==> src/rtl/control_sequencer.sv <==
// control_sequencer
//   Fetch/decode/execute sequencer for the 8-bit bus processor. It drives the
//   bus-drive and load strobes of the PC, IR, MAR, MDR, accumulator/ALU and
//   memory. Most states are Moore. DECODE is Mealy on op/z_flag, and EXEC is
//   Mealy on op so the correct ALU operation is selected.
// Ports
//   clock, n_reset        : system clock, async active-low reset
//   op[OP_W-1:0]          : opcode from IR (valid from DECODE onward)
//   z_flag                : accumulator zero flag (BNE condition)
//   mem_ready             : memory finishes the current access this cycle
//   PC_bus/load_PC/INC_PC : PC drive, load, increment select
//   load_IR, Addr_bus     : IR load, IR address field drive
//   load_MAR              : MAR load
//   MDR_bus/load_MDR      : MDR drive, load
//   ACC_bus/load_ACC      : accumulator drive, load
//   ALU_ACC/ALU_add/ALU_sub : ALU result into acc, add, subtract
//   CS, R_NW              : memory select, read(1)/write(0)
//   halted                : processor stopped
module control_sequencer #(
  parameter int OP_W = 3
) (
  input  logic            clock,
  input  logic            n_reset,
  input  logic [OP_W-1:0] op,
  input  logic            z_flag,
  input  logic            mem_ready,
  output logic            PC_bus,
  output logic            load_PC,
  output logic            INC_PC,
  output logic            load_IR,
  output logic            Addr_bus,
  output logic            load_MAR,
  output logic            MDR_bus,
  output logic            load_MDR,
  output logic            ACC_bus,
  output logic            load_ACC,
  output logic            ALU_ACC,
  output logic            ALU_add,
  output logic            ALU_sub,
  output logic            CS,
  output logic            R_NW,
  output logic            halted
);

  // Any opcode value not listed here falls through to NOP. This includes
  // the upper codes when OP_W > 3, so a stray value can never halt the CPU.
  localparam logic [OP_W-1:0] OP_LOAD  = OP_W'(0);
  localparam logic [OP_W-1:0] OP_STORE = OP_W'(1);
  localparam logic [OP_W-1:0] OP_ADD   = OP_W'(2);
  localparam logic [OP_W-1:0] OP_SUB   = OP_W'(3);
  localparam logic [OP_W-1:0] OP_BNE   = OP_W'(4);
  localparam logic [OP_W-1:0] OP_HALT  = OP_W'(7);

  typedef enum logic [3:0] {
    S_IDLE, S_FETCH0, S_FETCH1, S_FETCH2, S_DECODE,
    S_READ, S_EXEC, S_WRDATA, S_WRITE, S_HALT
  } state_t;

  state_t state;

  always_ff @(posedge clock or negedge n_reset) begin
    if (!n_reset) begin
      state <= S_IDLE;
    end else begin
      case (state)
        S_IDLE:   state <= S_FETCH0;
        S_FETCH0: state <= S_FETCH1;
        S_FETCH1: if (mem_ready) state <= S_FETCH2;
        S_FETCH2: state <= S_DECODE;
        S_DECODE: begin
          if (op == OP_LOAD || op == OP_ADD || op == OP_SUB) state <= S_READ;
          else if (op == OP_STORE)                           state <= S_WRDATA;
          else if (op == OP_HALT)                            state <= S_HALT;
          else                                               state <= S_FETCH0;
        end
        S_READ:   if (mem_ready) state <= S_EXEC;
        S_EXEC:   state <= S_FETCH0;
        S_WRDATA: state <= S_WRITE;
        S_WRITE:  if (mem_ready) state <= S_FETCH0;
        S_HALT:   state <= S_HALT;
        default:  state <= S_IDLE;
      endcase
    end
  end

  // The strobes are decoded from the state register without any output
  // flops. This lets the async reset clear every strobe at once, and it
  // lets the DECODE and EXEC strobes follow op/z_flag within the same cycle.
  always_comb begin
    PC_bus   = 1'b0;
    load_PC  = 1'b0;
    INC_PC   = 1'b0;
    load_IR  = 1'b0;
    Addr_bus = 1'b0;
    load_MAR = 1'b0;
    MDR_bus  = 1'b0;
    load_MDR = 1'b0;
    ACC_bus  = 1'b0;
    load_ACC = 1'b0;
    ALU_ACC  = 1'b0;
    ALU_add  = 1'b0;
    ALU_sub  = 1'b0;
    CS       = 1'b0;
    R_NW     = 1'b0;
    halted   = 1'b0;
    case (state)
      S_FETCH0: begin
        PC_bus   = 1'b1;
        load_MAR = 1'b1;
        load_PC  = 1'b1;
        INC_PC   = 1'b1;
      end
      S_FETCH1, S_READ: begin
        CS   = 1'b1;
        R_NW = 1'b1;
      end
      S_FETCH2: begin
        MDR_bus = 1'b1;
        load_IR = 1'b1;
      end
      S_DECODE: begin
        if (op == OP_LOAD || op == OP_ADD || op == OP_SUB || op == OP_STORE) begin
          Addr_bus = 1'b1;
          load_MAR = 1'b1;
        end else if (op == OP_BNE && !z_flag) begin
          // INC_PC stays low, so the PC takes the address field
          Addr_bus = 1'b1;
          load_PC  = 1'b1;
        end
      end
      S_EXEC: begin
        MDR_bus  = 1'b1;
        load_ACC = 1'b1;
        if (op == OP_ADD) begin
          ALU_ACC = 1'b1;
          ALU_add = 1'b1;
        end else if (op == OP_SUB) begin
          ALU_ACC = 1'b1;
          ALU_sub = 1'b1;
        end
      end
      S_WRDATA: begin
        ACC_bus  = 1'b1;
        load_MDR = 1'b1;
      end
      S_WRITE:  CS     = 1'b1;
      S_HALT:   halted = 1'b1;
      default:  ;
    endcase
  end

endmodule

==> config.mk <==
export PLATFORM = sky130hd
export DESIGN_NAME = control_sequencer
export DESIGN_NICKNAME = d
export VERILOG_FILES = /design/src/rtl/control_sequencer.sv
export SDC_FILE = /design/constraint.sdc
export NUM_CORES = 1
export LEC_CHECK = 0
export ABC_CLOCK_PERIOD_IN_PS = 2180
export CAP_MARGIN = 10
export CORE_AREA = 5 5 42 44
export CTS_BUF_LIST = sky130_fd_sc_hd__clkbuf_2 sky130_fd_sc_hd__clkbuf_4 sky130_fd_sc_hd__clkbuf_8
export CTS_CLUSTER_SIZE = 10
export DETAILED_ROUTE_END_ITERATION = 7
export DIE_AREA = 0 0 47 49
export GPL_ROUTABILITY_DRIVEN = 0
export PLACE_DENSITY = 0.71
export SYNTH_ARGS = -nofsm -noshare
export SYNTH_HDL_FRONTEND = slang
export SYNTH_SLANG_ARGS = --single-unit
==> constraint.sdc <==
create_clock -name clock -period 2.18 [get_ports clock]
set_input_delay 0.436 -clock clock [delete_from_list [all_inputs] [get_ports clock]]
set_output_delay 0.436 -clock clock [all_outputs]
set_load 0.02 [all_outputs]
# == Yosys cells after proc, flatten, opt, wreduce, memory -nomap -nowiden ==
# Index checks and enable logic that the tools add are counted.
# classes
n_mux,29
n_shift,0
magnitude_cmp,0
add_sub_neg,0
n_div,0
n_reduce_logical,12
n_mul,0
bitwise,0
eq_ne,17
# ops
cell,n
4-bit one-hot mux with 9 select lines,1
4-bit 2-to-1 mux,6
1-bit 2-to-1 mux,20
4-bit by 3-bit == test with 1-bit output (second input constant),4
4-bit by 2-bit == test with 1-bit output (second input constant),2
4-bit == test (second input constant),2
3-bit by 2-bit == test with 1-bit output (second input constant),2
3-bit == test (second input constant),2
2-bit inequality test (second input constant),3
2-bit OR reduction,3
4-bit by 1-bit == test with 1-bit output (second input constant),1
4-bit logical NOT,1
1-bit one-hot mux with 2 select lines,2
3-bit by 1-bit == test with 1-bit output (second input constant),1
3-bit logical NOT,1
1-bit logical OR,3
3-bit AND reduction,1
3-bit OR reduction,1
1-bit logical AND,1
1-bit logical NOT,1
# word_totals
regBits,4
in_bits,7
wordCells,59
latchBits,0
out_inout_bits,16
mem_count,0
romBits,0
ram_bits,0

# == Depth between registers and ports, before layout ==
# logic_depth
word_depth,6
depth_mapped,5

# == Worst setup path before layout ==
# Ideal clock, no wire load.
# synth_timing
kind,flip-flop to output port
from,register state[0]
to,output port ALU_add
required_time_ps,1744
arrival_ps,1531
n_path_buf,0
stages_incl_launch_ff,5
slack_ps,213
path_cell_list,dfrtp_1 and2b_1 nand2_1 nor3b_2 nor2b_1
# synth_via
elab_chain_cells,2
# synth_lines
element,line,text
start: declaration,59,state_t state;
start signal: assignment,63,state <= S_IDLE;
start signal: assignment,66,S_IDLE: state <= S_FETCH0;
start signal: assignment,67,S_FETCH0: state <= S_FETCH1;
4-bit by 3-bit == test with 1-bit output,106,case (state)
1-bit 2-to-1 mux,106,
end: declaration,38,"output logic ALU_add,"
# No other way between the ends.

# == Worst setup path in the final report ==
# layout_timing
from,register state[3]
to,output port ALU_sub
# layout_via
elab_chain_cells,2
# layout_lines
element,line,text
4-bit by 3-bit == test with 1-bit output,106,
1-bit 2-to-1 mux,106,
end: declaration,39,"output logic ALU_sub,"
# No other way between the ends.

==> flow_metrics.tcl <==
set metrics [dict create \
    outcome "finished clean" \
    ys_seq_elements 4 \
    p_leak_uw 0.000412 \
    rr_startpoint "state[3]" \
    clock_skew_ns 0.00788 \
    clk_pin_slew_ns 0.04 \
    hold_class "in2async" \
    r2r-end "state[1]" \
    endpoint_kind "output pin" \
    pin_count 23 \
    post-place-ws_ns -0.214 \
    cts_tree "built" \
    antenna_cells 0 \
    clockBufferDepth 2 \
    seq_power_share_pct 13.3 \
    htree_levels 1 \
    die_y_microns 49 \
    ys_types 25 \
    syn_area_per_cell_sq_um 7.27 \
    dr_total_vias 522 \
    async_reset_ff_share_pct 100 \
    fin_nets 102 \
    drive_gt1_share_pct 20.4 \
    setup_ws_ns 0.112 \
    period_needed_ns 2.07 \
    postCtsHoldBufs 0 \
    synth_common_cells "10 x nand2b_1, 10 x nor2_1, 7 x nand2_1" \
    period_share_pct 94.9 \
    routed_wirelength_microns 1260 \
    power_density_nw_per_um2 1390 \
    max_stage_delay_ns 0.40 \
    grt_max_degree 14 \
    grt_overflow 0 \
    netlist_top_cells_area "dfrtp_1 22%, nand2b_1 13%, nor2_1 8.1%" \
    netSwitchingFraction_pct 47.9 \
    antenna_found_initial 0 \
    dp_hpwl_microns 1030 \
    cts_buffers 3 \
    synth_cells 64 \
    worstMarginPinSlew_ns 0.304 \
    drv_cap 0 \
    cp.required_ns 1.74 \
    yosysSeqAreaShare_pct 21.5 \
    antenna_left 0 \
    synth_nets 71 \
    reg_top3 "state (4)" \
    ir_drop_uv 680 \
    grt.total_usage_pct 12.1 \
    drt_first_pass_iters 2 \
    cp_max_fo 3 \
    arrival_ns 1.63 \
    synth_edf_count 0 \
    crit_type "reg2out" \
    p_total_uw 1070 \
    crit_path_start_kind "flop" \
    die-area_sq_um 2300 \
    setup_viol_count_final 0 \
    ys_warn_count 0 \
    p_comb_share_pct 78.1 \
    netSwitchingPower_uw 511 \
    largest_reg_flops 4 \
    clock_latency_ns 0.24 \
    die_width_microns 47 \
    crit_slowest_cell "dfrtp_1" \
    rows 14 \
    root_buffer "clkbuf_4" \
    reg2reg_depth 6 \
    vias_per_cell 4.79 \
    grt_pass1_wl_microns 2040 \
    p_int_uw 555 \
    crit_path_cell_trace "nor2b_1 > nand2_1 > nor3b_2 > and2_1 > clkdlybuf4s15_1" \
    port_buffers 22 \
    hold_viol 0 \
    yosysTopAreaCell "dfrtp_1" \
    syn-cell-area_sq_um 465 \
    post_cts_buffers 0 \
    drc 0 \
    rrSetupSlack_ns 0.68 \
    rsz0062_at_grt "false" \
    slew_headroom_pct 79.7 \
    fmax_ghz 0.483 \
    coreArea_sq_um 1400 \
    slew_viol_final 0 \
    start_util_pct 33.2 \
    drtIter0Drc 7 \
    synth_ff_type "dfrtp_1" \
    regMostFlops "state" \
    netlist.area_leader.share_pct 21.5 \
    cts.sinks 4 \
    p_clk_share_pct 8.6 \
    wl_per_cell_microns 11.6 \
    grt_pass1_vias 490 \
    syn2layout_area_growth_pct 65.1 \
]
==> how the worst max path moves through the flow <==
stage / startpoint / to
floorplan: state[0] / ALU_add
finish: state[3] / ALU_sub
global placement: op[1] / load_PC
detailed placement: op[2] / ALU_add
CTS: state[3] / load_MDR
global route: op[1] / load_PC
==> routing by layer <==
metal  global-route usage [%]  wire length (microns)
met5                        0                      0
met4                     2.76                      0
met3                     5.54                     91
met2                     19.5                    635
met1                     14.4                    532
==> layout by cell type, fill, tap and decap left out, types with 2 or more instances in the layout <==
| cell type | instances |
|---|---|
| dfrtp_1 | 3 |
| inv_1 | 2 |
| buf_4 | 9 |
| dlygate4sd2_1 | 11 |
| a21oi_1 | 4 |
| dlymetal6s2s_1 | 2 |
| clkbuf_4 | 3 |
| nand2_1 | 7 |
| nand2b_1 | 10 |
| nor3_1 | 2 |
| nor2_1 | 10 |
| o32ai_1 | 2 |
| clkdlybuf4s50_1 | 7 |
| nor2b_1 | 3 |
==> cells by family after synthesis <==
logic type             Yosys count  share of synthesized area (%)
AO/OA/AOI/OAI                   11                           17.5
AND/OR/NAND/NOR                 40                           50.0
XOR/XNOR                         1                           1.88
flip-flops                       4                           21.5
buffers and inverters            8                           9.14
==> power groups by stage <==
stage	Combinational, uW	Sequential (uW)	Clock [uW]
after floorplan	544	147	0
after global placement	912	140	0
after detailed placement	919	141	0
after CTS	847	141	94.8
after global routing	907	148	103
final	834	142	91.6
==> repair_timing <==
item / 4_1_cts / 5_1_grt
hold endpoints to repair: 0 / 0
setup endpoints to repair: 13 / 6
gates cloned: 0 / 0
resized for setup: 13 / 6
==> final cells by class <==
cell class,instances,area [sq um]
clock buffers,3,22.5
fillers,150,633
inverters,2,7.51
multi-input cells,52,323
flip-flops and latches,4,101
well taps,16,20.0
repair buffers,32,294
==> worst max-delay path: cells and delay by family (launching register included) <==
family | cells | cell delay (ns)
simple gates | 4 | 0.71
flops | 1 | 0.40
buf+inv | 1 | 0.29
==> stage by stage <==
stage / cell area [sq um] / setup TNS [ns] / utilization, % / std cells / hold WS (ns)
global placement: 758 / -0.692 / 54.1 / 106 / 0.614
detailed placement: 758 / -0.928 / 54.1 / 106 / 0.626
finish: 768 / 0 / 54.8 / 109 / 0.399
floorplan: 465 / 0 / - / 64 / 0.140
global route: 768 / 0 / 54.8 / 109 / 0.411
CTS: 764 / 0 / 54.6 / 109 / 0.399
Power figures use the tool's default switching activity.
==> variant: new RTL, same settings <==
Change the parameter `OP_W` from 3 to 6. Comments in the files are not updated.
--- a/src/rtl/control_sequencer.sv
+++ b/src/rtl/control_sequencer.sv
@@ -17,7 +17,7 @@
 //   CS, R_NW              : memory select, read(1)/write(0)
 //   halted                : processor stopped
 module control_sequencer #(
-  parameter int OP_W = 3
+  parameter int OP_W = 6
 ) (
   input  logic            clock,
   input  logic            n_reset,
Ports: changed (resized op); port bits go from 23 to 26. No check against the original RTL was run, so the function may have changed too.
==> variant against the original RTL <==
Wire length is 14% higher. Area after synthesis shrank 7.0%. Sequential cell count did not move. Core utilization grew 2.0 points. Count of clock-buffer cells in the layout unchanged. Die area unchanged. Final area up 3.6%. Setup slack got worse by 71 ps. Power shrank 3.8%. Critical path type is now input pin to primary output.
==> variant: results (changes against the original RTL) <==
[metrics] outcome: finished clean
[metrics] area fraction in compound gates after synthesis: 0.165 (-0.00999)
[metrics] xor and xnor area share after synthesis: 0.0405 (+0.0216)
[metrics] Worst Setup SP: op[2]
[metrics] worst slew slack as a fraction of its limit: 0.812 (+0.0147)
[metrics] largest net degree at the start of global routing: 13 (-1)
[metrics] HPWL after detailed placement: 1180 um (+14%)
[metrics] number of cell instances on the worst register-to-register path: 4 (-2)
[metrics] first-pass GRT wire length: 2290 um (+12%)
[metrics] I/O Buffers: 25 (+14%)
[metrics] static leakage: 0.405 nW (-1.6%)
[metrics] worst path arrival time: 1700 ps (+70 ps)
[metrics] Total Wirelength: 1440 um (+14%)
[metrics] startpoint class of the critical path: input pin
[metrics] synthesized area per cell: 6.98 um^2 (-4.0%)
[metrics] via-per-instance ratio: 4.93 (+3.0%)
[metrics] via count of the first global-routing pass: 533 (+8.8%)
[metrics] GRT Resource Usage Total: 0.130 (+0.00847)
[metrics] Critical R2R Launch: state[0]$_DFFE_PN0P_
[metrics] largest voltage drop on the vdd net: 0.682 mV (+0.29%)
[metrics] proportion of synthesized area in mux cells: 0.0231 (+0.0231)
[metrics] clock skew: 4.01 ps (-3.87 ps)
[metrics] net switching component of the power: 0.486 mW (-5.0%)
[metrics] clock network power consumption: 0.0882 mW (-3.7%)
[metrics] dominant cells by area after synthesis: dfrtp_1 23%, nor2_1 9.5%, nor3b_1 6.9%
[metrics] number of antenna violations at the first check in global routing: 0 (unchanged)
[metrics] reg-to-reg slack, setup: 540 ps (-140 ps)
[metrics] Critical Path Sink: Addr_bus
[metrics] Layout Utilization: 0.568 (+0.0196)
[metrics] layout cell share with drive strength beyond 1: 0.303 (+0.0987)
[metrics] count of routing violations after the opening detailed-route iteration: 5 (-2)
[metrics] placement-stage cell area: 782 um^2 (+3.1%)
[metrics] pre-CTS setup slack: -509 ps (-294 ps)
[metrics] number of filler instances in the final layout: 154 (+2.7%)
[metrics] final-layout worst hold slack: 409 ps (+9.45 ps)
[metrics] wire length per cell after detailed routing: 12.5 um (+8.3%)
[metrics] PostCTS Resize Cnt: 33 (+20)
[metrics] most instantiated cells after synthesis: 11 x nor2_1, 5 x o21ai_0
[metrics] number of clock buffers inserted by TritonCTS: 3 (unchanged)
[metrics] final period demand of the worst path: 2140 ps (+71.3 ps)
## variant: cell types whose count changed in the layout (fill, tap and decap cells not counted), sizes merged, moves of 3 or more
cell / change
buf: +8
nand2: -6
nand2b: -8
nor3b: +3
o21ai: +4
## variant: final cells by class
cell class,instances,area share
Inverter,3,0.0142
Timing Repair Buffer,40,0.420
Clock buffer,3,0.0283
Multi-Input combinational cell,49,0.387
Tap cell,16,0.0252
Sequential cell,4,0.126
## variant: critical path: stages
cell and delay [ps]:
clkdlybuf4s50_1 430, or4_4 550, a21oi_2 140, buf_4 140
## variant: metal layers
metal  up-vias  track usage  routed length [um]
met4         0       0.0138                   0
li1        296            -                   -
met1       254        0.155                 569
met3         0       0.0517                 130
met5         -            0                   0
met2        17        0.219                 738
## variant: cell families (layout without fill, tap and decap cells)
family,Yosys count,count (layout)
buffers and inverters,9,46
xor gates and xnor gates,2,2
and+or+nand+nor,34,34
AOI/OAI and AO/OA,12,12
DFF,4,4
muxes,1,1
